$ cat src/rtl/dsi_arb_pkg.sv
// Shared types and constants for the DSI lane arbiter: FSM states, port
// indices and the one-hot grant encoding.
package dsi_arb_pkg;

  typedef enum logic [2:0] {
    ST_DISABLED = 3'd0,
    ST_IDLE     = 3'd1,
    ST_START    = 3'd2,
    ST_XFER     = 3'd3,
    ST_FIN      = 3'd4,
    ST_GAP      = 3'd5
  } arb_state_t;

  localparam int PORT_HS = 0;
  localparam int PORT_LP = 1;

  localparam logic [1:0] GRANT_NONE = 2'b00;
  localparam logic [1:0] GRANT_HS   = 2'b01;
  localparam logic [1:0] GRANT_LP   = 2'b10;

  // Resolve a two-way request into a one-hot grant, favouring the port that
  // did not win last time when both ask together.
  function automatic logic [1:0] rr_pick(input logic req_hs, input logic req_lp,
                                         input logic last_lp);
    logic [1:0] pick;
    if (req_hs && req_lp) begin
      pick = last_lp ? GRANT_HS : GRANT_LP;
    end else if (req_hs) begin
      pick = GRANT_HS;
    end else if (req_lp) begin
      pick = GRANT_LP;
    end else begin
      pick = GRANT_NONE;
    end
    return pick;
  endfunction

endpackage

$ cat src/rtl/dsi_rr_arbiter2.sv
// Two-way round-robin decision between the HS and LP ports. The last-grant
// register starts at LP so HS wins the first tie after reset.
module dsi_rr_arbiter2
  import dsi_arb_pkg::*;
(
  input  logic       clk,
  input  logic       rst,
  input  logic       req_hs,
  input  logic       req_lp,
  input  logic       accept,
  output logic [1:0] winner
);

  logic last_lp;

  // Current winner from live requests and the remembered last owner.
  always_comb begin
    winner = rr_pick(req_hs, req_lp, last_lp);
  end

  // Remember who was granted, only when the owner actually latches it.
  always_ff @(posedge clk or posedge rst) begin
    if (rst) begin
      last_lp <= 1'b1;
    end else if (accept && (winner != GRANT_NONE)) begin
      last_lp <= winner[PORT_LP];
    end else begin
      last_lp <= last_lp;
    end
  end

endmodule

$ cat src/rtl/dsi_lane_arbiter.sv
// Arbitrates the HS and LP byte sources onto one DSI lane with an enforced
// idle gap. Define DSI_ARB_WATCHDOG_EN to build the lane-progress watchdog.
module dsi_lane_arbiter
  import dsi_arb_pkg::*;
#(
  parameter int GAP_CYCLES  = 4,
  parameter int WDOG_CYCLES = 255
) (
  input  logic       clk,
  input  logic       rst,
  input  logic       enable,
  input  logic       hs_req,
  input  logic [7:0] hs_data,
  input  logic       hs_last,
  output logic       hs_rd,
  input  logic       lp_req,
  input  logic [7:0] lp_data,
  input  logic       lp_last,
  output logic       lp_rd,
  input  logic       lane_idle,
  input  logic       lane_data_rqst,
  output logic       lane_lines_enable,
  output logic       lane_start_rqst,
  output logic       lane_mode_lp,
  output logic       lane_fin_rqst,
  output logic [7:0] lane_data,
  output logic [1:0] grant,
  output logic       wdog_err
);

  if ((GAP_CYCLES < 1) || (GAP_CYCLES > 255)) begin : g_gap_range
    $error("GAP_CYCLES must lie in 1..255");
  end
  if ((WDOG_CYCLES < 2) || (WDOG_CYCLES > 255)) begin : g_wdog_range
    $error("WDOG_CYCLES must lie in 2..255");
  end

  localparam logic [7:0] GAP_LOAD = 8'(GAP_CYCLES - 1);

  arb_state_t state;
  logic [7:0] gap_cnt;
  logic [7:0] data_hold;
  logic [1:0] winner;
  logic       rr_accept;
  logic [7:0] sel_data;
  logic       sel_last;
  logic       consume;
  logic       wdog_expired;

  assign rr_accept = (state == ST_IDLE) && enable;

  dsi_rr_arbiter2 u_rr (
    .clk    (clk),
    .rst    (rst),
    .req_hs (hs_req),
    .req_lp (lp_req),
    .accept (rr_accept),
    .winner (winner)
  );

  // Data path to the lane: live mux while streaming, held last byte otherwise.
  always_comb begin
    sel_data = grant[PORT_LP] ? lp_data : hs_data;
    sel_last = grant[PORT_LP] ? lp_last : hs_last;
    consume  = (state == ST_XFER) && enable && lane_data_rqst;
    hs_rd    = consume && grant[PORT_HS];
    lp_rd    = consume && grant[PORT_LP];
    case (state)
      ST_XFER: begin
        lane_data     = sel_data;
        lane_fin_rqst = sel_last;
      end
      ST_FIN: begin
        lane_data     = data_hold;
        lane_fin_rqst = 1'b1;
      end
      default: begin
        lane_data     = data_hold;
        lane_fin_rqst = 1'b0;
      end
    endcase
  end

  // Transaction sequencer with registered grant, start pulse and mode.
  always_ff @(posedge clk or posedge rst) begin
    if (rst) begin
      state             <= ST_DISABLED;
      grant             <= GRANT_NONE;
      lane_start_rqst   <= 1'b0;
      lane_mode_lp      <= 1'b0;
      lane_lines_enable <= 1'b0;
      data_hold         <= 8'h00;
      gap_cnt           <= 8'h00;
    end else begin
      lane_lines_enable <= enable;
      lane_start_rqst   <= 1'b0;
      if (!enable) begin
        state <= ST_DISABLED;
        grant <= GRANT_NONE;
      end else begin
        case (state)
          ST_DISABLED: begin
            if (lane_idle) begin
              state <= ST_IDLE;
            end
          end
          ST_IDLE: begin
            if (winner != GRANT_NONE) begin
              grant           <= winner;
              lane_mode_lp    <= winner[PORT_LP];
              lane_start_rqst <= 1'b1;
              state           <= ST_START;
            end
          end
          ST_START: begin
            state <= ST_XFER;
          end
          ST_XFER: begin
            if (lane_data_rqst) begin
              data_hold <= sel_data;
              if (sel_last) begin
                state <= ST_FIN;
              end
            end else if (wdog_expired) begin
              state   <= ST_GAP;
              grant   <= GRANT_NONE;
              gap_cnt <= GAP_LOAD;
            end
          end
          ST_FIN: begin
            if (lane_idle || wdog_expired) begin
              state   <= ST_GAP;
              grant   <= GRANT_NONE;
              gap_cnt <= GAP_LOAD;
            end
          end
          ST_GAP: begin
            if (gap_cnt == 8'd0) begin
              state <= ST_IDLE;
            end else begin
              gap_cnt <= gap_cnt - 8'd1;
            end
          end
          default: begin
            state <= ST_DISABLED;
            grant <= GRANT_NONE;
          end
        endcase
      end
    end
  end

`ifdef DSI_ARB_WATCHDOG_EN
  localparam logic [7:0] WDOG_LOAD = 8'(WDOG_CYCLES);
  logic [7:0] wdog_cnt;

  // Expiry: budget exhausted while the lane makes no progress.
  always_comb begin
    wdog_expired = (wdog_cnt == 8'd0) &&
                   (((state == ST_XFER) && !lane_data_rqst) ||
                    ((state == ST_FIN) && !lane_idle));
  end

  // Progress budget, reloaded on start and on every byte the lane takes.
  always_ff @(posedge clk or posedge rst) begin
    if (rst) begin
      wdog_cnt <= 8'd0;
      wdog_err <= 1'b0;
    end else if (!enable) begin
      wdog_cnt <= 8'd0;
      wdog_err <= 1'b0;
    end else begin
      case (state)
        ST_START: wdog_cnt <= WDOG_LOAD;
        ST_XFER, ST_FIN: begin
          if ((state == ST_XFER) && lane_data_rqst) begin
            wdog_cnt <= WDOG_LOAD;
          end else if (wdog_expired) begin
            wdog_err <= 1'b1;
          end else if (wdog_cnt != 8'd0) begin
            wdog_cnt <= wdog_cnt - 8'd1;
          end else begin
            wdog_cnt <= wdog_cnt;
          end
        end
        default: wdog_cnt <= wdog_cnt;
      endcase
    end
  end
`else
  assign wdog_expired = 1'b0;
  assign wdog_err     = 1'b0;
`endif

endmodule

$ cat config.mk
export PLATFORM = sky130hd
export DESIGN_NAME = dsi_lane_arbiter
export DESIGN_NICKNAME = d
export VERILOG_FILES = /design/src/rtl/dsi_arb_pkg.sv /design/src/rtl/dsi_rr_arbiter2.sv /design/src/rtl/dsi_lane_arbiter.sv
export SDC_FILE = /design/constraint.sdc
export NUM_CORES = 1
export LEC_CHECK = 0
export ABC_AREA = 1
export CORE_MARGIN = 2
export CORE_UTILIZATION = 52
export DETAILED_ROUTE_END_ITERATION = 12
export PLACE_DENSITY = 0.95
export SLEW_MARGIN = 20
export SYNTH_ARGS = -nofsm -noshare
export SYNTH_HDL_FRONTEND = slang
export SYNTH_SLANG_ARGS = --single-unit
$ cat constraint.sdc
create_clock -name clk -period 3.6 [get_ports clk]
set_clock_uncertainty 0.2 [all_clocks]
set_input_delay 1.08 -clock clk [delete_from_list [all_inputs] [get_ports clk]]
set_output_delay 1.08 -clock clk [all_outputs]
set_load 0.02 [all_outputs]
* Yosys cells after proc, flatten, opt, wreduce, memory -nomap -nowiden *
Index checks and enable logic that the tools add are counted.

operators by class
  multipliers = 0
  order comparisons = 0
  eq/ne operators = 14
  add/subtract/negate cells = 1
  bitwise gates (word level) = 0
  mux-type cells = 26
  shifts and indexed selects = 0
  div/mod/pow operators = 0
  reductions and logical operators = 17

operators with widths
  cell                                                                      number
  8-bit two-way mux                                                         4
  3-bit two-way mux                                                         7
  3-bit one-hot mux with 6 select lines                                     1
  8-bit one-hot mux with 2 select lines                                     1
  3-bit inequality test (second input constant)                             5
  2-bit two-way mux                                                         7
  3-bit AND reduction                                                       3
  8-bit zero test                                                           1
  8-bit by 1-bit subtractor with 8-bit output (second input constant)       1
  1-bit logical AND                                                         7
  3-bit by 2-bit equality test with 1-bit output (second input constant)    2
  3-bit equality test (second input constant)                               2
  2-bit inequality test (second input constant)                             3
  2-bit one-hot mux with 3 select lines                                     1
  6-bit AND reduction                                                       1
  1-bit two-way mux                                                         4
  4-bit AND reduction                                                       1
  2-bit nonzero test                                                        2
  4-bit OR reduction                                                        1
  3-bit by 1-bit equality test with 1-bit output (second input constant)    1
  3-bit zero test                                                           1
  3-bit by 2-bit inequality test with 1-bit output (second input constant)  1
  1-bit one-hot mux with 2 select lines                                     1

word-level totals
  latch bits = 0
  memory bits (read-only) = 0
  input port bits = 25
  logic and storage cells = 66
  memory bits (writable) = 0
  memories kept = 0
  output and inout bits = 17
  register bits = 25

* Depth between registers and ports, before layout *
Gate-level depths: netlist of the first run.

  word-level depth = 7
  mapped depth = 9
  gate-level depth less buffers = 9

* Hierarchy *
A second synthesis of the first run with hierarchy kept.

second synthesis, totals
  cells, all modules = 240
  area, all modules = 1626.6 µm²

by module, submodules not included
  module            area an instance (µm²)  times used  seq. area each (µm²)  cells each
  dsi_lane_arbiter  1561.5                  1           600.6                 231
  dsi_rr_arbiter2   65.1                    1           26.3                  9

* Worst setup path before layout of the first run *
Ideal clock, no wire load.

  path type = input port to output port
  start = in enable
  end = out hs_rd
  cell stages on the path = 5
  path buffers = 1
  data required time = 2.320 ns
  path slack = 0.455 ns
  data arrival time = 1.865 ns
  cells stage by stage = nand4_1 -> nor2_4 -> buf_6 -> inv_1 -> nor2_1

between the ends
  word-level cells in the longest chain between the ends = 3

ends and longest elaborated chain
  item                             RTL line                text
  from (decl)                      dsi_lane_arbiter.sv:11  input logic enable,
  1-bit logical AND (2 in series)  dsi_lane_arbiter.sv:65  consume = (state == ST_XFER) && enable && lane_data_rqst;
  1-bit logical AND                dsi_lane_arbiter.sv:66  hs_rd = consume && grant[PORT_HS];
  to (decl)                        dsi_lane_arbiter.sv:15  output logic hs_rd,

No other way between the ends.

* Worst setup path in the final report of the first run *
  start = in lp_data[0]
  end = out lane_data[0]

between the ends
  word-level cells in the longest chain between the ends = 2

ends and longest elaborated chain
  item               RTL line                text
  from (decl)        dsi_lane_arbiter.sv:17  input logic [7:0] lp_data,
  8-bit two-way mux  dsi_lane_arbiter.sv:63  sel_data = grant[PORT_LP] ? lp_data : hs_data;
  8-bit two-way mux  dsi_lane_arbiter.sv:68  case (state)
  to (decl)          dsi_lane_arbiter.sv:26  output logic [7:0] lane_data,

No other way between the ends.

==> flow_summary.json, run 1 <==
{
  "ant_nets": 0,
  "rsz0062_at_grt": "no",
  "synth_fp_nets": 266,
  "wl_per_cell_um": 11.57,
  "cts_root_buf": "clkbuf_4",
  "ys_ff_latch": 25,
  "io_pins": 42,
  "row_count": 19,
  "required_ps": 2320,
  "cts.sinks": 25,
  "port_buffers": 40,
  "finalWorstSetupSlack_ps": 124.8,
  "syn_area_per_cell_um2": 6.602,
  "dieArea_um2": 3491,
  "cts_max_path_buffers": 2,
  "initial_core_util_pct": 55.77,
  "grt_util_all_layers_pct": 23.55,
  "die_h_um": 59.09,
  "hp-class": "flop to flop",
  "cp-end-kind": "output pin",
  "synth_cells": 239,
  "drc": 0,
  "holdPathEnd": "u_rr.last_lp",
  "layout_commonest_cell": "nand2_1",
  "hpwl_um": 2860,
  "leakagePower_nw": 1.082,
  "path_class": "input port to output pin",
  "clock_latency_ps": 320,
  "startpoint": "lp_data[0]",
  "start_kind": "input port",
  "antenna_found_initial": 0,
  "finalCriticalPeriod_ps": 3475,
  "arrival_ps": 2200,
  "fmax_mhz": 287.8,
  "grt_pass1_wl_um": 6341,
  "ys_types": 27,
  "drv_cap": 0,
  "ys_seq_area_share_pct": 39.73,
  "p_per_area_nw_per_um2": 596.0,
  "setup_viol": 0,
  "hold_depth": 2,
  "clkTransAtPathRegs_ps": 140,
  "p_switching_w": 0.0005414,
  "yosysWarnings": 0,
  "final-max-slew-violation-count": 0,
  "pwr-share-clk_pct": 10.7,
  "vias": 1567,
  "die_w_um": 59.09,
  "numCtsBuffers": 3,
  "most-common-layout-cells": "nand2_1 (100), inv_1 (29), clkdlybuf4s50_1 (29)",
  "min_from": "u_rr.last_lp",
  "via_per_inst": 4.943,
  "drt-pass1-iter-count": 4,
  "status": "finished clean",
  "utilization_pct": 72.40,
  "core_um2": 2829,
  "r2r_start": "grant[1]",
  "place.gp.congestion": 0.8683,
  "routed_wl_um": 3667,
  "swShare_pct": 44.35,
  "nNetsFinal": 314,
  "intPower_w": 0.0006794,
  "syn2layout_area_growth_pct": 29.82,
  "cts_max_level": 1,
  "synth_area_um2": 1578,
  "ctsHoldBuffers": 0,
  "first_iter_violations": 70,
  "antenna_cells": 0,
  "grt.overflow.total": 0,
  "grt_pass1_vias": 1526,
  "grt_max_degree": 26,
  "reg2reg_to": "state[0]",
  "hold_viol_final": 0,
  "r2r_slack_ps": 1760,
  "timing.final.crit_share_pct": 96.53,
  "seqPwrFrac_pct": 35.9,
  "preCtsSetupSlack_ps": -293.8,
  "r2r_cells": 9,
  "cts_tree": "yes",
  "ir_worst_vdd_uv": 307.3,
  "pwr-share-comb_pct": 53.4,
  "crit_fanout": 2,
  "drive_above_1_share_pct": 8.392
}
[cells in the mapped netlist]
cell type | number | area share (%)
conb_1 | 1 | 0.24
nor2_4 | 2 | 1.4
o21bai_1 | 1 | 0.48
buf_2 | 3 | 0.95
dfrtp_1 | 24 | 38
ha_1 | 2 | 1.6
nand2_4 | 1 | 0.71
nor2_2 | 1 | 0.40
nand2_2 | 2 | 0.79
buf_4 | 2 | 0.95
nor3_1 | 1 | 0.32
inv_1 | 29 | 6.9
nand4_1 | 2 | 0.79
o21a_1 | 1 | 0.48
inv_2 | 1 | 0.24
xnor2_1 | 1 | 0.56
nor2_1 | 23 | 5.5
a21oi_1 | 6 | 1.9
xor2_1 | 1 | 0.56
o21ai_0 | 19 | 6.0
nand2_1 | 100 | 24
nand3_2 | 1 | 0.63
dfstp_2 | 1 | 1.7
buf_6 | 1 | 0.71
nand3_1 | 10 | 3.2
o21ai_2 | 1 | 0.56
o21ai_1 | 2 | 0.63
[metal layers]
layer,vias to the layer above,global-route usage (%),share of wire [%]
met5,-,0,0
met4,0,7.792,1.6
met3,6,2.838,2.9
met2,29,43.33,52
met1,708,28.23,43
li1,824,-,-
[repair_timing]
item / 4_1_cts / 5_1_grt
gates resized for setup: 13 / 2
setup endpoints to repair: 11 / 2
setup buffers: 0 / 0
[power by group through the flow]
stage	logic (W)	clock network (W)	registers, W
2_1_floorplan	0.000440	0	0.000434
3_3_place_gp	0.000674	0	0.000441
3_5_place_dp	0.000693	0	0.000445
4_1_cts	0.000658	0.000130	0.000440
5_1_grt	0.000732	0.000142	0.000452
6_report	0.000652	0.000131	0.000438
[per-stage QoR]
step,hold slack (ps),TNS (ps),total power [W],instances,area [um^2]
finish,282.6,0,0.001221,317,2048
global route,300.0,0,0.001326,317,2048
CTS,282.9,0,0.001228,317,2058
detailed placement,262.5,-1787,0.001138,313,2043
global placement,257.0,-1640,0.001115,313,2043
floorplan,245.4,0,0.0008742,239,1578
[area by class of cell]
class,count,area (um^2)
clock buffers,4,26.28
repair buffers,49,446.7
fillers,236,780.7
inverters,30,112.6
flip-flops and latches,25,626.9
well taps,31,38.79
multi-input cells,178,797.0
[worst max-delay path: stages]
cell	delay, ps
clkdlybuf4s50_1	460
nand2_1	50
nand2_1	100
nand2_1	60
o21ai_0	80
dlygate4sd2_1	370
[worst max-delay path by stage]
| stage | slack (ps) | depth (start not counted) | to |
|---|---|---|---|
| 6_report | 120 | 6 | lane_data[0] |
| 3_3_place_gp | -280 | 6 | hs_rd |
| 2_1_floorplan | 450 | 5 | hs_rd |
| 4_1_cts | 7 | 6 | hs_rd |
| 5_1_grt | 30 | 6 | lane_data[0] |
| 3_5_place_dp | -290 | 6 | hs_rd |
[flip-flops by register name (all words and copies together) (netlist names)]
name and cells:
grant 2, lane_start_rqst 1, lane_lines_enable 1, state 3, u_rr.last_lp 1, gap_cnt 8, data_hold 8, lane_mode_lp 1
[logic make-up (layout without fill, tap and decap cells)]
kind of cell / after synthesis / in the layout / synth area share (%)
and+or+nand+nor: 143 / 143 / 37.51
AOI/OAI and AO/OA: 30 / 30 / 10.07
adders and majority gates: 2 / 2 / 1.586
other: 1 / 1 / 0.2377
DFF: 25 / 25 / 39.73
xor gates and xnor gates: 2 / 2 / 1.110
buffers and inverters: 36 / 83 / 9.753
Note: power is estimated with default switching activity, not from simulation.
==> inputs of run 2 (changes only) <==
Settings changed: CORE_UTILIZATION 52 to 44, PLACE_DENSITY 0.95 to 0.85.
==> flow_summary.json, run 2 (synthesized netlist as in run 1, its figures left out) <==
{
  "status": "finished clean",
  "grt_pass1_vias": 1426,
  "path_class": "input port to output pin",
  "most-common-layout-cells": "nand2_1 (100), inv_1 (29), clkdlybuf4s50_1 (29)",
  "dieArea_um2": 4081,
  "core_um2": 3390,
  "row_count": 21,
  "ir_worst_vdd_uv": 332.5,
  "hpwl_um": 2704,
  "hp-class": "flop to flop",
  "required_ps": 2320,
  "io_pins": 42,
  "die_h_um": 63.88,
  "antenna_found_initial": 0,
  "via_per_inst": 4.837,
  "n_fill_cell": 304,
  "syn2layout_area_growth_pct": 30.53,
  "grt_pass1_wl_um": 6147,
  "arrival_ps": 2210,
  "final_cells": 331,
  "initial_core_util_pct": 46.55,
  "cp_cell_sequence": "clkdlybuf4s50_1, nand4_1, nor2_4, inv_1, nor2_1, buf_2",
  "wl_per_cell_um": 10.72,
  "cp_slowest_cell": "clkdlybuf4s50_1",
  "start_kind": "input port",
  "vias": 1601,
  "port_buffers": 40,
  "cp-end-kind": "output pin",
  "critPathTopFamily": "buffers and inverters",
  "grt.overflow.total": 0,
  "finalCriticalPeriod_ps": 3493,
  "timing.final.crit_share_pct": 97.04,
  "fmax_mhz": 286.3,
  "layout_commonest_cell": "nand2_1",
  "ant_nets": 0,
  "cp.buffers_inverters": 3,
  "cts.sinks": 25,
  "p_per_area_nw_per_um2": 586.8,
  "cts_tree": "yes",
  "leakagePower_nw": 1.079,
  "die_w_um": 63.88,
  "cts_max_path_buffers": 2,
  "first_iter_violations": 88,
  "grt_util_all_layers_pct": 18.75,
  "clock_latency_ps": 310,
  "preCtsSetupSlack_ps": -326.1,
  "final-max-slew-violation-count": 0,
  "nNetsFinal": 313,
  "clkTransAtPathRegs_ps": 130,
  "power_w": 0.001208,
  "dp_cells": 327,
  "place.gp.congestion": 0.8505,
  "routed_wl_um": 3547,
  "cts_root_buf": "clkbuf_4",
  "drv_cap": 0,
  "utilization_pct": 60.76,
  "antenna_cells": 0,
  "numCtsBuffers": 3,
  "hold_viol_final": 0,
  "finalWorstSetupSlack_ps": 106.7,
  "crit_fanout": 2,
  "rsz0062_at_grt": "no",
  "setup_viol": 0,
  "drt-pass1-iter-count": 4,
  "grt_max_degree": 26,
  "drc": 0,
  "reg_top3": "data_hold (8), gap_cnt (8), state (3)",
  "drive_above_1_share_pct": 8.070,
  "slowest_delay_ps": 500,
  "cts_max_level": 1
}
-- run 2: path summary, 6_finish.rpt --
kind / from / to / slack, ps / cells after the start
max: enable / lp_rd / 110 / 6
min: gap_cnt[0] / gap_cnt[0] / 280 / 1
max reg2reg: grant[1] / state[0] / 1700 / 9
min reg2reg: gap_cnt[0] / gap_cnt[0] / 280 / 1
max in group asynchronous: rst / u_rr.last_lp / 2010 / 3
min in group asynchronous: rst / gap_cnt[6] / 900 / 3
-- run 2: layout make-up --
type,count,area (um^2),share of cell area [%]
clock buffers,4,26.28,1.276
inverters,30,112.6,5.468
multi-input cells,178,797.0,38.70
flip-flops and latches,25,626.9,30.44
well taps,46,57.56,2.795
repair buffers,48,439.2,21.32
-- run 2: power breakdown --
part / switching, W / internal (W)
clock network: 0.0000821 / 0.0000433
logic: 0.000383 / 0.000259
registers: 0.0000673 / 0.000373
total: 0.000532 / 0.000676
-- run 2: per-layer routing --
layer	vias up	part of all wire [%]	wire, um	GRT usage [%]
li1	828	-	-	-
met1	730	45	1605	24.60
met2	39	50	1757	31.12
met3	4	4.0	143	3.697
met4	0	1.1	40	5.707
met5	-	0	0	0
-- run 2: worst reg2reg max path, cell delays in order (launching register included) --
cell	delay, ps
dfrtp_1	580
inv_1	270
nand2_1	110
nand2_1	80
buf_4	130
a21oi_1	210
nor2_2	80
nand2_1	80
nand2_1	50
nand2_1	70
-- run 2: what timing repair did --
item | CTS | global route
hold buffers | 0 | 0
pin swaps | 0 | 0
setup endpoints to repair | 11 | 2
setup buffers | 0 | 0
gates resized for setup | 15 | 2
-- run 2: metrics by stage --
stage | cell area, um^2 | setup TNS (ps) | hold slack [ps]
after floorplan | 1578 | 0 | 245.4
after global placement | 2054 | -1699 | 257.8
after detailed placement | 2054 | -1843 | 264.6
after CTS | 2072 | 0 | 287.9
after global routing | 2059 | 0 | 313.4
final | 2059 | 0 | 284.8
==> inputs of run 3 (changes only) <==
Clock period 3.6 ns to 4.5 ns, I/O delays scaled along.
==> flow_summary.json, run 3 (synthesized netlist as in run 1, its figures left out) <==
{
  "post_cts_buffers": 0,
  "hpwl_um": 2607,
  "path_class": "input port to output pin",
  "clkTransAtPathRegs_ps": 140,
  "ir_worst_vdd_uv": 292.7,
  "tns_ps": 0,
  "hold_viol_final": 0,
  "pwr-share-comb_pct": 54.0,
  "power_w": 0.0009831,
  "final-max-slew-violation-count": 0,
  "r2r_slack_ps": 2700,
  "r2r_start": "grant[1]",
  "intPower_w": 0.0005585,
  "row_count": 21,
  "drv_cap": 0,
  "numCtsBuffers": 3,
  "grt_max_degree": 26,
  "fmax_mhz": 233.4,
  "io_pins": 42,
  "wl_per_cell_um": 10.50,
  "antenna_cells": 0,
  "hp-class": "flop to flop",
  "routed_wl_um": 3414,
  "finalCriticalPeriod_ps": 4284,
  "n_fill_cell": 303,
  "startpoint": "lp_data[5]",
  "tightest_slew_ps": 872.4,
  "die_h_um": 63.88,
  "cp-end-kind": "output pin",
  "clock_latency_ps": 320,
  "cts_tree": "yes",
  "drc": 0,
  "reg2reg_to": "state[0]",
  "rsz0062_at_grt": "no",
  "crit_fanout": 2,
  "drive_above_1_share_pct": 5.735,
  "p_per_area_nw_per_um2": 481.5,
  "syn2layout_area_growth_pct": 29.42,
  "endpoint": "lane_data[5]",
  "reg_top3": "data_hold (8), gap_cnt (8), state (3)",
  "cts.sinks": 25,
  "p_switching_w": 0.0004246,
  "via_per_inst": 4.702,
  "cts_max_path_buffers": 2,
  "pwr-share-clk_pct": 10.4,
  "cts_max_level": 1,
  "cts_root_buf": "clkbuf_4",
  "slowest_delay_ps": 640,
  "core_um2": 3390,
  "ctsHoldBuffers": 0,
  "leakagePower_nw": 1.072,
  "r2r_cells": 8,
  "start_kind": "input port",
  "swShare_pct": 43.19,
  "required_ps": 2950,
  "timing.final.crit_share_pct": 95.20,
  "nNetsFinal": 307,
  "relSlewSlack_pct": 41.48,
  "dieArea_um2": 4081,
  "setup_viol": 0,
  "antenna_found_initial": 0,
  "cp_cell_sequence": "clkdlybuf4s50_1, nand2_1, nand2_1, nand2_1, o21ai_0, clkdlybuf4s50_1",
  "initial_core_util_pct": 46.55,
  "vias": 1528,
  "status": "finished clean",
  "most-common-layout-cells": "nand2_1 (100), clkdlybuf4s50_1 (38), inv_1 (28)",
  "seqPwrFrac_pct": 35.6,
  "place.gp.congestion": 0.8314,
  "ant_nets": 0,
  "hold_depth": 1,
  "grt.overflow.total": 0,
  "first_iter_violations": 88,
  "grt_pass1_wl_um": 5796,
  "grt_util_all_layers_pct": 17.57,
  "die_w_um": 63.88,
  "arrival_ps": 2730,
  "layout_commonest_cell": "nand2_1",
  "drt-pass1-iter-count": 4,
  "crit_top_cell": "nand2_1",
  "port_buffers": 40,
  "grt_pass1_vias": 1376,
  "cp_slowest_cell": "clkdlybuf4s50_1"
}
run 3: cell count changes in the layout (fill, tap and decap cells not counted), sizes merged:
cell and delta:
clkdlybuf4s50 +9, dlygate4sd2 -9, buf -8, clkinv +2, dlymetal6s2s +2, clkbuf -1, inv -1
run 3: cell type report:
type | instances | area [um^2] | share of cell area [%]
multi-input cells | 178 | 797.0 | 39.03
flip-flops and latches | 25 | 626.9 | 30.70
repair buffers | 42 | 420.4 | 20.59
inverters | 30 | 112.6 | 5.515
well taps | 46 | 57.56 | 2.819
clock buffers | 3 | 22.52 | 1.103
clock inverters | 1 | 5.005 | 0.2451
run 3: how the worst min path moves through the flow:
stage,startpoint,endpoint,slack (ps)
after floorplan,gap_cnt[0],gap_cnt[0],250
after detailed placement,u_rr.last_lp,u_rr.last_lp,270
after global routing,u_rr.last_lp,u_rr.last_lp,300
after global placement,lane_mode_lp,lane_mode_lp,260
final,gap_cnt[0],gap_cnt[0],280
after CTS,u_rr.last_lp,u_rr.last_lp,290
run 3: metal layers:
metal  global-route usage (%)  up-vias  share of wire [%]
met5                        0        -                  0
met4                    6.250        0                1.4
met3                    2.465        4                2.9
met2                    30.08       31                 46
met1                    22.51      678                 49
li1                         -      815                  -
run 3: critical path: cells and delay by family:
kind,cells,cell delay [ps]
compound gates,1,80
buf+inv,2,1090
simple gates,3,200
run 3: power groups by stage:
stage / combinational [W] / sequential, W / clock, W
4_1_cts: 0.000535 / 0.000349 / 0.000105
3_5_place_dp: 0.000532 / 0.000354 / 0
2_1_floorplan: 0.000352 / 0.000348 / 0
3_3_place_gp: 0.000522 / 0.000352 / 0
5_1_grt: 0.000594 / 0.000361 / 0.000114
6_report: 0.000531 / 0.000350 / 0.000102
run 3: metrics by stage:
stage | worst slack (ps) | utilization (%) | std cells | hold slack [ps] | area [um^2]
final | 216.1 | 60.24 | 325 | 283.5 | 2042
after detailed placement | 52.30 | 59.28 | 321 | 267.3 | 2009
after global placement | 50.88 | 59.28 | 321 | 258.3 | 2009
after floorplan | 814.6 | - | 239 | 245.4 | 1578
after global routing | 115.3 | 60.24 | 325 | 300.2 | 2042
after CTS | 51.49 | 60.10 | 325 | 285.9 | 2037
run 3: what timing repair did:
item                                    in CTS  in global routing
resized for setup                            0                  2
hold endpoints to repair                     0                  0
endpoints found under the setup margin       0                  2
